**config.mk**
```make
export PLATFORM = sky130hd
export DESIGN_NAME = muldiv_sequencer_flat
export DESIGN_NICKNAME = d
export VERILOG_FILES = /design/src/rtl/cpu_pkg.sv /design/src/rtl/muldiv_sequencer_if.sv /design/src/rtl/muldiv_sequencer.sv /design/src/flat_wrapper.sv
export SDC_FILE = /design/constraint.sdc
export NUM_CORES = 1
export LEC_CHECK = 0
export CAP_MARGIN = 20
export CORE_ASPECT_RATIO = 1.25
export CORE_MARGIN = 1.5
export CORE_UTILIZATION = 50
export DETAILED_ROUTE_END_ITERATION = 7
export PLACE_DENSITY = 0.72
export SLEW_MARGIN = 20
export SYNTH_ARGS = -nofsm -noshare
export SYNTH_HDL_FRONTEND = slang
export SYNTH_SLANG_ARGS = --single-unit
```
**constraint.sdc**
```tcl
create_clock -name clk -period 3.9 [get_ports clk]
set_input_delay 0.78 -clock clk [delete_from_list [all_inputs] [get_ports clk]]
set_output_delay 0.78 -clock clk [all_outputs]
set_load 0.03 [all_outputs]
```
**src/rtl/cpu_pkg.sv**
```systemverilog
// rtl/cpu_pkg.sv - shared CPU constants, muldiv op encodings, state enum and negation helpers
package cpu_pkg;

    localparam int XLEN = 32;

    localparam logic [1:0] MULDIV_MULT  = 2'b00;
    localparam logic [1:0] MULDIV_MULTU = 2'b01;
    localparam logic [1:0] MULDIV_DIV   = 2'b10;
    localparam logic [1:0] MULDIV_DIVU  = 2'b11;

    typedef enum logic [1:0] {
        MULDIV_IDLE = 2'd0,
        MULDIV_RUN  = 2'd1,
        MULDIV_FIX  = 2'd2
    } muldiv_state_e;

    // Two's-complement negation of a data word.
    function automatic logic [XLEN-1:0] neg_xlen(input logic [XLEN-1:0] v);
        return ~v + XLEN'(1);
    endfunction

    // Two's-complement negation of a double-width product.
    function automatic logic [2*XLEN-1:0] neg_dxlen(input logic [2*XLEN-1:0] v);
        return ~v + (2*XLEN)'(1);
    endfunction

endpackage

```
**src/rtl/muldiv_sequencer_if.sv**
```systemverilog
// rtl/muldiv_sequencer_if.sv - issue/HI-LO access bundle between EX stage and the muldiv unit
interface muldiv_sequencer_if;
    import cpu_pkg::*;

    logic            start;
    logic [1:0]      op;
    logic [XLEN-1:0] a;
    logic [XLEN-1:0] b;
    logic            flush;
    logic            mf_req;
    logic            wr_hi;
    logic            wr_lo;
    logic [XLEN-1:0] wdata;
    logic            busy;
    logic            stall;
    logic            done;
    logic [XLEN-1:0] hi;
    logic [XLEN-1:0] lo;

    modport master (
        output start, op, a, b, flush, mf_req, wr_hi, wr_lo, wdata,
        input  busy, stall, done, hi, lo
    );

    modport slave (
        input  start, op, a, b, flush, mf_req, wr_hi, wr_lo, wdata,
        output busy, stall, done, hi, lo
    );

endinterface

```
**src/rtl/muldiv_sequencer.sv**
```systemverilog
// rtl/muldiv_sequencer.sv - 32-iteration MIPS mult/multu/div/divu unit owning HI/LO
module muldiv_sequencer
    import cpu_pkg::*;
(
    input  logic              clk,
    input  logic              rst_n,
    muldiv_sequencer_if.slave bus
);

    muldiv_state_e   state_q, state_d;
    logic            is_div_q, is_div_d;
    logic            sign_q, sign_d;          // product / quotient sign
    logic            rem_sign_q, rem_sign_d;  // remainder follows the dividend
    logic            dbz_q, dbz_d;            // divide by zero
    logic [4:0]      count_q, count_d;
    logic [XLEN-1:0] acc_hi_q, acc_hi_d;      // product high half / remainder
    logic [XLEN-1:0] acc_lo_q, acc_lo_d;      // multiplier bits / quotient
    logic [XLEN-1:0] opnd_q, opnd_d;          // multiplicand / divisor magnitude
    logic [XLEN-1:0] hi_q, hi_d;
    logic [XLEN-1:0] lo_q, lo_d;
    logic            busy_q, busy_d;
    logic            done_q, done_d;

    logic            signed_op;
    logic            op_is_div;
    logic [XLEN-1:0] a_abs;
    logic [XLEN-1:0] b_abs;

    logic [XLEN:0]     mul_sum;
    logic [XLEN:0]     div_shift;
    logic [XLEN:0]     div_trial;
    logic              div_take;
    logic [2*XLEN-1:0] prod_mag;
    logic [2*XLEN-1:0] prod_fix;
    logic [XLEN-1:0]   quo_fix;
    logic [XLEN-1:0]   rem_fix;

    // Operand conditioning at issue: signed ops iterate on magnitudes.
    always_comb begin
        signed_op = (bus.op == MULDIV_MULT) || (bus.op == MULDIV_DIV);
        op_is_div = (bus.op == MULDIV_DIV) || (bus.op == MULDIV_DIVU);
        a_abs     = (signed_op && bus.a[XLEN-1]) ? neg_xlen(bus.a) : bus.a;
        b_abs     = (signed_op && bus.b[XLEN-1]) ? neg_xlen(bus.b) : bus.b;
    end

    // One shift-add / restoring-divide step, plus the sign fix-up values used in FIX.
    always_comb begin
        mul_sum   = {1'b0, acc_hi_q} + (acc_lo_q[0] ? {1'b0, opnd_q} : {(XLEN+1){1'b0}});
        div_shift = {acc_hi_q, acc_lo_q[XLEN-1]};
        div_trial = div_shift - {1'b0, opnd_q};
        // A shifted remainder with bit 32 set always exceeds any 32-bit divisor.
        div_take  = div_shift[XLEN] | ~div_trial[XLEN];
        prod_mag  = {acc_hi_q, acc_lo_q};
        prod_fix  = sign_q ? neg_dxlen(prod_mag) : prod_mag;
        quo_fix   = sign_q ? neg_xlen(acc_lo_q) : acc_lo_q;
        rem_fix   = rem_sign_q ? neg_xlen(acc_hi_q) : acc_hi_q;
    end

    // Next-state logic for the IDLE/RUN/FIX sequencer and the HI/LO registers.
    always_comb begin
        state_d    = state_q;
        is_div_d   = is_div_q;
        sign_d     = sign_q;
        rem_sign_d = rem_sign_q;
        dbz_d      = dbz_q;
        count_d    = count_q;
        acc_hi_d   = acc_hi_q;
        acc_lo_d   = acc_lo_q;
        opnd_d     = opnd_q;
        hi_d       = hi_q;
        lo_d       = lo_q;
        done_d     = 1'b0;

        case (state_q)
            MULDIV_IDLE: begin
                if (bus.wr_hi) hi_d = bus.wdata;
                if (bus.wr_lo) lo_d = bus.wdata;
                if (bus.start && !bus.flush) begin
                    is_div_d   = op_is_div;
                    sign_d     = signed_op & (bus.a[XLEN-1] ^ bus.b[XLEN-1]);
                    rem_sign_d = signed_op & bus.a[XLEN-1];
                    dbz_d      = op_is_div & (bus.b == '0);
                    count_d    = 5'd0;
                    acc_hi_d   = '0;
                    acc_lo_d   = op_is_div ? a_abs : b_abs;
                    opnd_d     = op_is_div ? b_abs : a_abs;
                    state_d    = MULDIV_RUN;
                end
            end
            MULDIV_RUN: begin
                if (is_div_q) begin
                    acc_hi_d = div_take ? div_trial[XLEN-1:0] : div_shift[XLEN-1:0];
                    acc_lo_d = {acc_lo_q[XLEN-2:0], div_take};
                end else begin
                    {acc_hi_d, acc_lo_d} = {mul_sum, acc_lo_q[XLEN-1:1]};
                end
                count_d = count_q + 5'd1;
                if (count_q == 5'd31) state_d = MULDIV_FIX;
                if (bus.flush) state_d = MULDIV_IDLE;
            end
            MULDIV_FIX: begin
                if (bus.flush) begin
                    state_d = MULDIV_IDLE;
                end else begin
                    if (is_div_q) begin
                        hi_d = rem_fix;
                        lo_d = dbz_q ? {XLEN{1'b1}} : quo_fix;
                    end else begin
                        hi_d = prod_fix[2*XLEN-1:XLEN];
                        lo_d = prod_fix[XLEN-1:0];
                    end
                    done_d  = 1'b1;
                    state_d = MULDIV_IDLE;
                end
            end
            default: state_d = MULDIV_IDLE;
        endcase

        busy_d = (state_d != MULDIV_IDLE);
    end

    // State and output registers; reset also clears HI/LO.
    always_ff @(posedge clk) begin
        if (!rst_n) begin
            state_q    <= MULDIV_IDLE;
            is_div_q   <= 1'b0;
            sign_q     <= 1'b0;
            rem_sign_q <= 1'b0;
            dbz_q      <= 1'b0;
            count_q    <= 5'd0;
            acc_hi_q   <= '0;
            acc_lo_q   <= '0;
            opnd_q     <= '0;
            hi_q       <= '0;
            lo_q       <= '0;
            busy_q     <= 1'b0;
            done_q     <= 1'b0;
        end else begin
            state_q    <= state_d;
            is_div_q   <= is_div_d;
            sign_q     <= sign_d;
            rem_sign_q <= rem_sign_d;
            dbz_q      <= dbz_d;
            count_q    <= count_d;
            acc_hi_q   <= acc_hi_d;
            acc_lo_q   <= acc_lo_d;
            opnd_q     <= opnd_d;
            hi_q       <= hi_d;
            lo_q       <= lo_d;
            busy_q     <= busy_d;
            done_q     <= done_d;
        end
    end

    assign bus.busy  = busy_q;
    assign bus.done  = done_q;
    assign bus.hi    = hi_q;
    assign bus.lo    = lo_q;
    assign bus.stall = busy_q & (bus.start | bus.mf_req | bus.wr_hi | bus.wr_lo);

endmodule

```
**src/flat_wrapper.sv**
```systemverilog
// flat-port wrapper written by rule: the top's interface ports become plain ports
module muldiv_sequencer_flat import cpu_pkg::*;
  (clk, rst_n, bus_start, bus_op, bus_a, bus_b, bus_flush, bus_mf_req, bus_wr_hi, bus_wr_lo, bus_wdata, bus_busy, bus_stall, bus_done, bus_hi, bus_lo);
  muldiv_sequencer_if bus_i ();
  input  logic clk;
  input  logic rst_n;
  input wire logic [$bits(bus_i.start)-1:0] bus_start;
  input wire logic [$bits(bus_i.op)-1:0] bus_op;
  input wire logic [$bits(bus_i.a)-1:0] bus_a;
  input wire logic [$bits(bus_i.b)-1:0] bus_b;
  input wire logic [$bits(bus_i.flush)-1:0] bus_flush;
  input wire logic [$bits(bus_i.mf_req)-1:0] bus_mf_req;
  input wire logic [$bits(bus_i.wr_hi)-1:0] bus_wr_hi;
  input wire logic [$bits(bus_i.wr_lo)-1:0] bus_wr_lo;
  input wire logic [$bits(bus_i.wdata)-1:0] bus_wdata;
  output wire logic [$bits(bus_i.busy)-1:0] bus_busy;
  output wire logic [$bits(bus_i.stall)-1:0] bus_stall;
  output wire logic [$bits(bus_i.done)-1:0] bus_done;
  output wire logic [$bits(bus_i.hi)-1:0] bus_hi;
  output wire logic [$bits(bus_i.lo)-1:0] bus_lo;
  assign bus_i.start = bus_start;
  assign bus_i.op = bus_op;
  assign bus_i.a = bus_a;
  assign bus_i.b = bus_b;
  assign bus_i.flush = bus_flush;
  assign bus_i.mf_req = bus_mf_req;
  assign bus_i.wr_hi = bus_wr_hi;
  assign bus_i.wr_lo = bus_wr_lo;
  assign bus_i.wdata = bus_wdata;
  assign bus_busy = bus_i.busy;
  assign bus_stall = bus_i.stall;
  assign bus_done = bus_i.done;
  assign bus_hi = bus_i.hi;
  assign bus_lo = bus_i.lo;
  muldiv_sequencer u_core (.clk(clk), .rst_n(rst_n), .bus(bus_i));
endmodule
```
==> results, run 1 <==
- The iteration count of the initial detailed-routing pass is 5.
- The capturing point of the worst reg2reg path is u_core.acc_hi_q[27].
- The worst hold margin is 0.460 ns.
- The run finished with clean final reports.
- The routed layout has 16.3k vias.
- The largest vdd supply drop is 0.257 mV.
- For this run, the slowest stage of the critical path takes 0.39 ns.
- The portion of total power attributed to combinational logic is 31.2%.
- The final number of hold-violating endpoints is 0.
- The endpoint type of the worst setup path is a flip-flop.
- The critical path data required time is 4.20 ns.
- The count of mapped cells out of synthesis is 2039.
- The reported max-cap violation count is 0.
- The first global-routing pass estimated 85200 µm of wire.
- The initial utilization of the core area, before any placement, comes to 50.8%.
- In this run the deepest clock path goes through 2 buffers.
- After layout, the minimum clock period comes to 3.52 ns.
- The number of cells traversed by the worst register-to-register path is 14.
- The pre-CTS setup slack is 0.185 ns.
- The hold path depth is 2.
- In this run the worst hold path is classified as reg2reg.
- The fraction of final layout cells with drive strength greater than 1 is 7.07%.
- The total area inside the core boundary comes to 29200 µm².
- The post-synthesis cell area is 14800 µm².
- The finished cells cover 17700 µm².
- The total inserted antenna cells is 0.
- The count of flip-flops with a built-in enable after synthesis is 0.
- The clock buffer count from CTS is 17.
- Data on the critical path arrives at its endpoint at 3.82 ns.
- During synthesis, Yosys emitted a total of 0 warnings.
- The most instantiated flip-flop cell in the synthesis netlist is sky130_fd_sc_hd__dfxtp_1.
- In this run the cell area measured after placement is 17100 µm².
- The standard-cell row count is 70.
- The area growth from synthesis to layout is 19.5%.
- The portion of the clock cycle consumed by the worst path in the final layout is 90.4%.
- The register clock-pin slew on the reported worst setup and hold paths is 0.08 ns.
- The clock root buffer master is sky130_fd_sc_hd__clkbuf_16.
- At the pin with the least slew margin, the transition time is 1.02 ns.
- The number of nets in the final layout is 2341.
- In this run, post-CTS repair resized a total of 0 instances.
- The fill cell total of the finished layout is 2732.
- The analysis attributes to cell leakage a power of 6.82 nW.
- In this run the number of H-tree levels came out at 4.
- Derived from the worst setup path, the maximum achievable clock frequency is 0.284 GHz.
- The largest driver fanout on the critical path is 7.
- The remaining design rule violation count is 0.
- In this run the vertical extent of the chip is 195 µm.
- The power density over cell area is 306 nW/µm².
- The floorplan step defined a die boundary enclosing 30700 µm².
- After detailed routing, the average wire length per cell comes to 21.7 µm.
- The worst flop-to-flop path startpoint is u_core.acc_lo_q[0].
- The total grt overflow is 0.
- The flip-flop and latch count after synthesis is 173.
- The insertion delay to the later sink of the worst-skew pair is 0.45 ns.
- The worst path setup slack after routing is 0.375 ns.
- The total routing usage reported by global routing is 36.0%.
- Traced cell by cell, the critical path runs through buf_4 -> and2_1 -> ha_1 -> inv_1 -> fa_1 -> nand2b_1 -> a21oi_1 -> o21ai_0 -> a21oi_1 -> o21ai_1 -> o2bb2ai_1 -> o21ai_0 -> xnor2_1 -> o221ai_1.
- The unique cell type count in the Yosys netlist is 85.
- The count of buffers inserted at the top-level ports is 171.
- In this run, post-CTS hold repair placed 0 buffers.
- The clock power share is 32.4%.
- The violation count after the first detailed-routing iteration is 1905.
- The via count of the first global-routing pass was 15.1k.
- TritonCTS built the clock tree.
- In this run the tightest slew margin relative to its limit is 31.7%.
- In this run the remaining antenna-violating nets after routing total 0.
- The slowest stage of the critical path belongs to the cell sky130_fd_sc_hd__fa_1.
- The synthesized netlist net count is 2216.
- In this run the power spent charging and discharging nets is 0.00200 W.
- Dividing the synthesized area by the synthesized cell count gives 7.26 µm².
- The switching share of total power is 37.0%.
- For this design, the sink count on the clock tree is 173.
- After detailed routing, the number of vias per cell comes to 6.34.
- The critical path class is reg2reg.
- The total area of multi-input combinational cells is 10600 µm².
- The congestion estimate from routability-driven global placement came to 0.977.
- The hold-critical path endpoint is u_core.bus.lo[5].
- In this run the register-to-register setup slack is 0.38 ns.
- The routed wire length is 55800 µm.
- The design draws 0.00541 W.
- The buffers inserted during post-CTS setup optimization is 0.
- The sequential cells in the finished layout cover a total of 3460 µm².
- Measured along the x axis, the die boundary spans 157 µm.
- The number of antenna violations at the first check in global routing is 0.
- Setup violations remaining at the end of the flow were counted as 0.
- After routing, the total negative slack on setup checks comes to 0 ns.
- The async set-or-reset flop fraction in the synthesized netlist is 0%.
- The sequential share of the synthesized area is 23.4%.
- The final worst clock skew is 0.0143 ns.
- The critical path startpoint category is a flip-flop.
- After legalization and detailed placement, the total HPWL measured 43500 µm.
- The worst hold path begins at u_core.bus.lo[5].
- Entering global routing, the biggest net connects 65 pins.
- The max-slew violation total from the final report is 0.
- The top-level port count is 172.
- The internal power of the cells totals 0.00341 W.
- Sequential cells burn 36.4% of the power.
- Setup repair after global routing left no endpoint under its margin.
## metrics by stage
stage	std cells	util, %
3_3_place_gp	2541	58.6
4_1_cts	2573	60.7
2_1_floorplan	2039	-
3_5_place_dp	2541	58.6
5_1_grt	2573	60.7
6_report	2573	60.7
## worst max path at each step
| stage | from | slack, ns | cells after the start | to |
|---|---|---|---|---|
| after floorplan | u_core.acc_lo_q[31] | 0.60 | 14 | u_core.acc_hi_q[24] |
| after global placement | bus_a[4] | 0.28 | 11 | u_core.acc_lo_q[16] |
| after detailed placement | bus_a[6] | 0.18 | 11 | u_core.acc_lo_q[16] |
| after CTS | u_core.acc_lo_q[0] | 0.46 | 14 | u_core.acc_hi_q[29] |
| after global routing | u_core.acc_lo_q[0] | 0.17 | 14 | u_core.acc_hi_q[29] |
| final | u_core.acc_lo_q[0] | 0.38 | 14 | u_core.acc_hi_q[27] |
## Yosys cell counts (all sizes together), types with 35 or more instances
cell | count | area, µm²
nand3 | 50 | 250
nor2 | 196 | 736
o21ai | 181 | 910
dfxtp | 173 | 3460
clkbuf | 125 | 469
o221ai | 35 | 313
a211oi | 39 | 293
xnor2 | 122 | 1070
ha | 70 | 876
a21oi | 206 | 1040
nand2 | 218 | 818
xor2 | 50 | 438
inv | 63 | 236
mux2i | 48 | 480
## logic make-up after synthesis
family | Yosys count | share of synthesized area [%]
XOR/XNOR | 172 | 10.2
adder cells (fa/ha/maj) | 72 | 6.19
multiplexers | 53 | 3.63
AND/OR/NAND/NOR | 665 | 21.3
buffers and inverters | 207 | 5.44
flip-flops | 173 | 23.4
AO/OA/AOI/OAI | 697 | 29.8
## area by class of cell
cell class                 instances  area share, %
tap                              396           2.80
sequential                       173           19.6
inverter                          63           1.34
clock inverter                    14          0.948
multi-input combinational       1659           59.7
timing repair buffer             250           13.2
clock buffer                      18           2.43
## power by group through the flow
stage	logic, W	clock network, W	registers, W
3_5_place_dp	0.00165	0	0.00200
6_report	0.00169	0.00175	0.00197
2_1_floorplan	0.000981	0	0.00204
4_1_cts	0.00165	0.00175	0.00196
5_1_grt	0.00180	0.00182	0.00198
3_3_place_gp	0.00163	0	0.00200
## layer usage
metal | share of wire (%) | global-route usage (%) | vias up
li1 | - | - | 7691
met1 | 41 | 46.3 | 7660
met2 | 47 | 58.3 | 803
met3 | 7.2 | 4.79 | 168
met4 | 5.3 | 18.8 | 0
met5 | 0 | 0 | -
## flip-flops by register name (all words and copies together) (netlist names)
register,count
u_core.bus.lo,32
u_core.is_div_q,1
u_core.dbz_q,1
u_core.acc_hi_q,32
u_core.bus.done,1
u_core.rem_sign_q,1
u_core.bus.busy,1
u_core.state_q,2
u_core.count_q,5
u_core.opnd_q,32
u_core.sign_q,1
u_core.bus.hi,32
u_core.acc_lo_q,32
## worst max-delay path, delay by kind of cell, from the launching register on
kind                     cells  cell delay [ns]
AND/OR/NAND/NOR              2             0.34
XOR/XNOR                     1             0.17
flip-flops                   1             0.33
buffers and inverters        2             0.25
AO/OA/AOI/OAI                7             1.67
adder cells (fa/ha/maj)      2             0.61
## cells in the final DEF, fill, tap and decap left out, types with 17 or more instances in the layout
cell / instances
sky130_fd_sc_hd__a21o_1: 25
sky130_fd_sc_hd__mux2i_1: 48
sky130_fd_sc_hd__nor4_1: 18
sky130_fd_sc_hd__a31oi_1: 26
sky130_fd_sc_hd__nor3_1: 31
sky130_fd_sc_hd__xor2_1: 50
sky130_fd_sc_hd__o21a_1: 21
sky130_fd_sc_hd__nand2_1: 218
sky130_fd_sc_hd__buf_4: 76
sky130_fd_sc_hd__a21oi_1: 204
sky130_fd_sc_hd__dfxtp_1: 172
sky130_fd_sc_hd__nor2b_1: 19
sky130_fd_sc_hd__ha_1: 70
sky130_fd_sc_hd__clkdlybuf4s50_1: 170
sky130_fd_sc_hd__nand2b_1: 21
sky130_fd_sc_hd__a211oi_1: 39
sky130_fd_sc_hd__nor2_1: 195
sky130_fd_sc_hd__xnor2_1: 122
sky130_fd_sc_hd__clkbuf_16: 17
sky130_fd_sc_hd__o221ai_1: 34
sky130_fd_sc_hd__o31ai_1: 30
sky130_fd_sc_hd__o21ai_0: 173
sky130_fd_sc_hd__o211ai_1: 27
sky130_fd_sc_hd__inv_1: 61
sky130_fd_sc_hd__nand3_1: 50
sky130_fd_sc_hd__and3_1: 21
No activity file was read; power rests on OpenSTA's default activity.
==> inputs of run 2 (changes only) <==
CORE_MARGIN = 5   (was 1.5)
CTS_CLUSTER_SIZE = 40   (was not set)
PLACE_DENSITY = 0.77   (was 0.72)
==> results, run 2 (synthesis gave the netlist of run 1 again) <==
- The run finished with clean final reports.
- The via count of the first global-routing pass is 15.7k.
- Hold repair after CTS inserted 0 buffers.
- Row generation in the floorplan step produced 70 rows.
- The most critical setup path has its startpoint at u_core.acc_lo_q[0].
- Measured in cells, the most critical reg-to-reg path has a length of 12.
- The worst setup slack for register-to-register paths is 0.22 ns.
- Buffers added to address setup during post-CTS repair amount to 0.
- The last weighted congestion value of the routability-driven placer is 1.02.
- Summed over all cells, the static leakage comes to 6.89 nW.
- Timing analysis after detailed placement gives a worst setup slack of 0.264 ns.
- The number of gates resized after CTS was 0.
- In the post-route analysis, the smallest setup slack over all paths is 0.215 ns.
- For the finished layout, the period the worst path requires is 3.68 ns.
- In this run the most critical hold path is launched from u_core.bus.hi[20].
- The endpoint type of the worst setup path is a flip-flop.
- In this run the worst path has a maximum fanout of 13.
- The clock drives 173 sinks.
- The hold-critical path endpoint is u_core.bus.hi[20].
- The clock root buffer master is sky130_fd_sc_hd__clkbuf_16.
- The number of antenna violations at the first check in global routing is 0.
- The largest vdd supply drop is 0.296 mV.
- For this run, the slowest stage of the critical path takes 0.44 ns.
- The critical path startpoint category is a flip-flop.
- The max-slew violation total from the final report is 0.
- For this run, the top clock speed supported by timing is 0.271 GHz.
- For the worst setup path, the data required time is 4.23 ns.
- After floorplanning, the core was sized to cover 29300 µm².
- Headroom to the max-slew limit came out at 34.0%.
- Across every metal layer, demand over resource in global routing totals 33.1%.
- The violation count after the first detailed-routing iteration is 1746.
- Counting instances, the worst hold path has a depth of 2.
- The top-level port count is 172.
- On the critical path, the stage with the largest delay is an instance of sky130_fd_sc_hd__ha_1.
- The insertion delay to the later sink of the worst-skew pair is 0.45 ns.
- The fraction of final layout cells with drive strength greater than 1 is 7.76%.
- The net count of the finished layout is 2357.
- With fillers left out, the area of the finished cells amounts to 17800 µm².
- The commonest non-fill, non-tap cell in the layout is sky130_fd_sc_hd__nand2_1.
- In the layout the commonest cells are sky130_fd_sc_hd__nand2_1 (218), sky130_fd_sc_hd__a21oi_1 (204), sky130_fd_sc_hd__nor2_1 (195).
- After detailed routing, the number of vias per cell comes to 6.37.
- Dividing the final minimum period by the clock period gives 94.5%.
- Traced cell by cell, the critical path runs through inv_1 -> nor2_1 -> ha_1 -> and4_1 -> and4_1 -> nand4_1 -> o2111a_1 -> o31a_1 -> o21ai_1 -> a311oi_1 -> xnor2_1 -> a221o_1.
- The capturing point of the worst reg2reg path is u_core.acc_hi_q[30].
- The endpoint arrival time on the critical path is 4.02 ns.
- For this block, the routed nets add up to 56800 µm of wire.
- The die area is 33200 µm².
- Setup repair after global routing left no endpoint under its margin.
- The H-tree was split into 4 levels.
- TritonCTS built the clock tree.
- For the final routed database, the setup TNS stands at 0 ns.
- No sink is reached through more buffers than the 2 on the longest clock path.
- The placement-stage cell area is 17200 µm².
- The final number of setup-violating endpoints is 0.
- Before antenna repair, the detailed router went through 6 iterations.
- The worst hold path belongs to the class reg2reg.
- The count of buffers added on input and output ports is 171.
- The power after layout is 0.00536 W.
- The chip height is 202 µm.
- For the pin with the worst max-slew slack, the measured transition is 0.988 ns.
- The count of nets left with antenna violations once routing finished came out at 0.
- Summing over every cut layer, the via total after detailed routing is 16.5k.
- Across the run, the number of max-cap violations was 0.
- The power density over cell area is 301 nW/µm².
- In the final routed layout, each cell accounts on average for 21.9 µm.
- Compared with the post-synthesis result, the final layout area differs by 20.3%.
- The final worst clock skew is 0.0121 ns.
- The final number of hold-violating endpoints came to 0.
- The remaining design rule violation count is 0.
- The critical path is of the reg2reg type.
- The wire-length estimate of the detail-placed layout is 44300 µm.
- Entering global routing, the biggest net connects 78 pins.
- The initial utilization of the core area, before any placement, comes to 50.6%.
- Among the stages of the critical path, the cell type that occurs most often is sky130_fd_sc_hd__and4_1.
- The first global-routing pass estimated 87200 µm of wire.
- The worst flop-to-flop path startpoint is u_core.acc_lo_q[0].
- Global routing finished with a remaining overflow of 0.
- The floorplan step set the die width to 164 µm.
- The register clock-pin slew on the reported worst setup and hold paths is 0.08 ns.
- The clock buffer count from CTS is 17.
[run 2: cell count changes in the layout (fill, tap and decap cells not counted), moves of 2 or more]
cell                         before  now
sky130_fd_sc_hd__clkinv_8         5    2
sky130_fd_sc_hd__clkinvlp_4       0    3
sky130_fd_sc_hd__inv_8            3    5
sky130_fd_sc_hd__buf_12           3    5
sky130_fd_sc_hd__buf_4           76   90
sky130_fd_sc_hd__inv_6            5    2
[run 2: how the worst max path moves through the flow]
stage                          endpoint  slack [ns]  cells after the start
global route        u_core.acc_hi_q[30]       0.007                     13
global placement    u_core.acc_lo_q[20]        0.25                     11
finish              u_core.acc_hi_q[30]        0.22                     12
CTS                 u_core.acc_hi_q[30]        0.28                     12
detailed placement  u_core.acc_lo_q[20]        0.26                     11
floorplan           u_core.acc_hi_q[24]        0.60                     14
[run 2: stage by stage]
| step | hold WS (ns) | cells | utilization, % |
|---|---|---|---|
| after floorplan | 0.432 | 2039 | - |
| after global placement | 0.438 | 2557 | 58.9 |
| after detailed placement | 0.443 | 2557 | 58.9 |
| after CTS | 0.454 | 2588 | 60.9 |
| after global routing | 0.472 | 2588 | 60.9 |
| final | 0.449 | 2589 | 60.9 |
[run 2: metal layers]
layer | part of all wire (%) | track usage [%] | vias up | wire [µm]
li1 | - | - | 7699 | -
met5 | 0 | 0 | - | 0
met3 | 7.5 | 4.36 | 200 | 4280
met1 | 40 | 42.1 | 7745 | 22600
met2 | 46 | 54.1 | 853 | 26200
met4 | 6.5 | 18.2 | 0 | 3680
[run 2: critical path, delay by kind of cell (launching register included)]
| family | cells | cell delay [ns] |
|---|---|---|
| flip-flops | 1 | 0.35 |
| buffers and inverters | 1 | 0.43 |
| adder cells (fa/ha/maj) | 1 | 0.44 |
| AND/OR/NAND/NOR | 4 | 0.75 |
| AO/OA/AOI/OAI | 5 | 1.45 |
| XOR/XNOR | 1 | 0.15 |
[run 2: power by group]
group / leakage (nW) / internal [W] / total (W) / switching [W]
clock network: 0.271 / 0.000850 / 0.00171 / 0.000864
logic: 5.21 / 0.000690 / 0.00169 / 0.00100
registers: 1.42 / 0.00186 / 0.00196 / 0.0000985
total: 6.89 / 0.00340 / 0.00536 / 0.00196
[run 2: cell type report]
cell class	count	area, µm²
multi-input cells	1659	10600
clock buffers	17	425
clock inverters	14	146
flip-flops and latches	173	3460
diodes	1	2.50
repair buffers	266	2480
well taps	396	495
inverters	63	236
fillers	2767	11400
==> edit: new RTL, flow settings as in run 1 <==
`lo_q` no longer has a reset.
--- a/src/rtl/muldiv_sequencer.sv
+++ b/src/rtl/muldiv_sequencer.sv
@@ -133,5 +133,4 @@
             opnd_q     <= '0;
             hi_q       <= '0;
-            lo_q       <= '0;
             busy_q     <= 1'b0;
             done_q     <= 1'b0;
@@ -147,8 +146,11 @@
             opnd_q     <= opnd_d;
             hi_q       <= hi_d;
-            lo_q       <= lo_d;
             busy_q     <= busy_d;
             done_q     <= done_d;
         end
+    end
+
+    always_ff @(posedge clk) begin
+        lo_q <= lo_d;
     end
 
Check against the original RTL: not equivalent (Yosys sat finds a counterexample within 4 cycles, from zero or initial values and one cycle with rst_n low).
==> edit against run 1 <==
  * Sequential share of layout area grew 2.0 points
  * Setup slack lost 0.019 ns
  * Sequential cell count is the same
  * Clock skew shrank 0.0013 ns
  * Largest cell class unchanged
  * Power shrank 2.1%
  * Die area shrank 0.71%
  * Area after synthesis shrank 0.73%
  * Wire length shrank 3.3%
  * Design area shrank 0.90%
  * Clock power shrank 3%
  * Critical path depth shrank 2
  * Core utilization shrank 0.37 points
==> edit: results (changes against run 1) <==
Outcome
  – Status: completed

Logic synthesis
  – Mean area per synthesized cell: 7.54 um2 (+3.9%)
  – Post-synth EDFFs: 32 (+32)
  – Synth top cells by count: a21oi_1 (213), nor2_1 (206), nand2_1 (202)
  – Syn Nets: 2125 (-4.1%)
  – Synth area leaders: dfxtp_1 (19%), a21oi_1 (7.3%), edfxtp_1 (6.5%)

Route
  – Met1 wire length: 21.8 mm (-4.1%)
  – Vias per cell: 6.23 (-1.8%)
  – Total routed wirelength: 54.0 mm (-3.3%)

Critical path
  – FF-to-FF End: u_core.acc_hi_q[3]
  – Slowest-stage cell, CP: o41ai_4
  – R2R depth: 12 (-2)
  – CP arrival: 3.88 ns (+0.06 ns)
  – Worst r2r src: u_core.opnd_q[15]
  – CP peak stage delay: 0.54 ns (+0.15 ns)

GRT
  – GR Util met3: 0.0491 (+0.00112)
  – First-pass GRT wire length: 83.6 mm (-1.8%)
  – Routing usage on met2: 0.593 (+0.0102)
  – Met1 global-route usage: 0.436 (-0.0273)
  – Vias in the first global route: 14800 (-2.0%)
  – Gr usage total: 0.356 (-0.00320)

Placement
  – Pre-CTS setup slack: 0.261 ns (+0.0762 ns)
  – Post-DP HPWL: 42.3 mm (-2.9%)
  – Area post-placement: 17000 um2 (-0.74%)

Power
  – Power Dens Cells: 302 nW/um2 (-1.2%)
  – Worst vdd ir: 0.000251 V (-2.5%)
  – Sw Share: 0.355 (-0.0144)
  – Flop+latch power: 2.02 mW (+3%)
  – Clock share of power: 0.321 (-0.003)
  – Leak: 6.80 nW (-0.34%)

Timing
  – Skew final: 0.0130 ns (-0.00135 ns)
  – Relative slew slack: 0.506 (+0.190)
  – Max Fclk: 282 MHz (-0.54%)

Finish
  – Post-Layout Cell Count: 2486 (-3.4%)

Min path
  – Hold Path Sink: u_core.opnd_q[5]
## edit: cell count changes in the layout (fill, tap and decap cells not counted), sizes merged, moves of 11 or more
cell    before  now
dfxtp      173  141
edfxtp       0   32
nand2      218  202
o211ai      28   39
o21a        21    8
o21ai      181  150
o221ai      35   12
xnor2      122   76
xor2        50   95
## edit: cell families (layout without fill, tap and decap cells)
kind of cell / count (synthesis) / in the layout / share of synthesized area
buffers and inverters: 196 / 338 / 0.0538
multiplexers: 56 / 56 / 0.0392
XOR/XNOR: 171 / 171 / 0.102
adder cells (fa/ha/maj): 72 / 72 / 0.0623
AO/OA/AOI/OAI: 646 / 646 / 0.279
AND/OR/NAND/NOR: 634 / 634 / 0.206
flip-flops: 173 / 173 / 0.257
## edit: layout make-up
class,instances,area [um2]
repair buffers,240,2290
clock buffers,20,447
flip-flops and latches,173,3780
multi-input cells,1579,10200
fillers,2765,11500
well taps,396,495
inverters,66,248
clock inverters,12,116
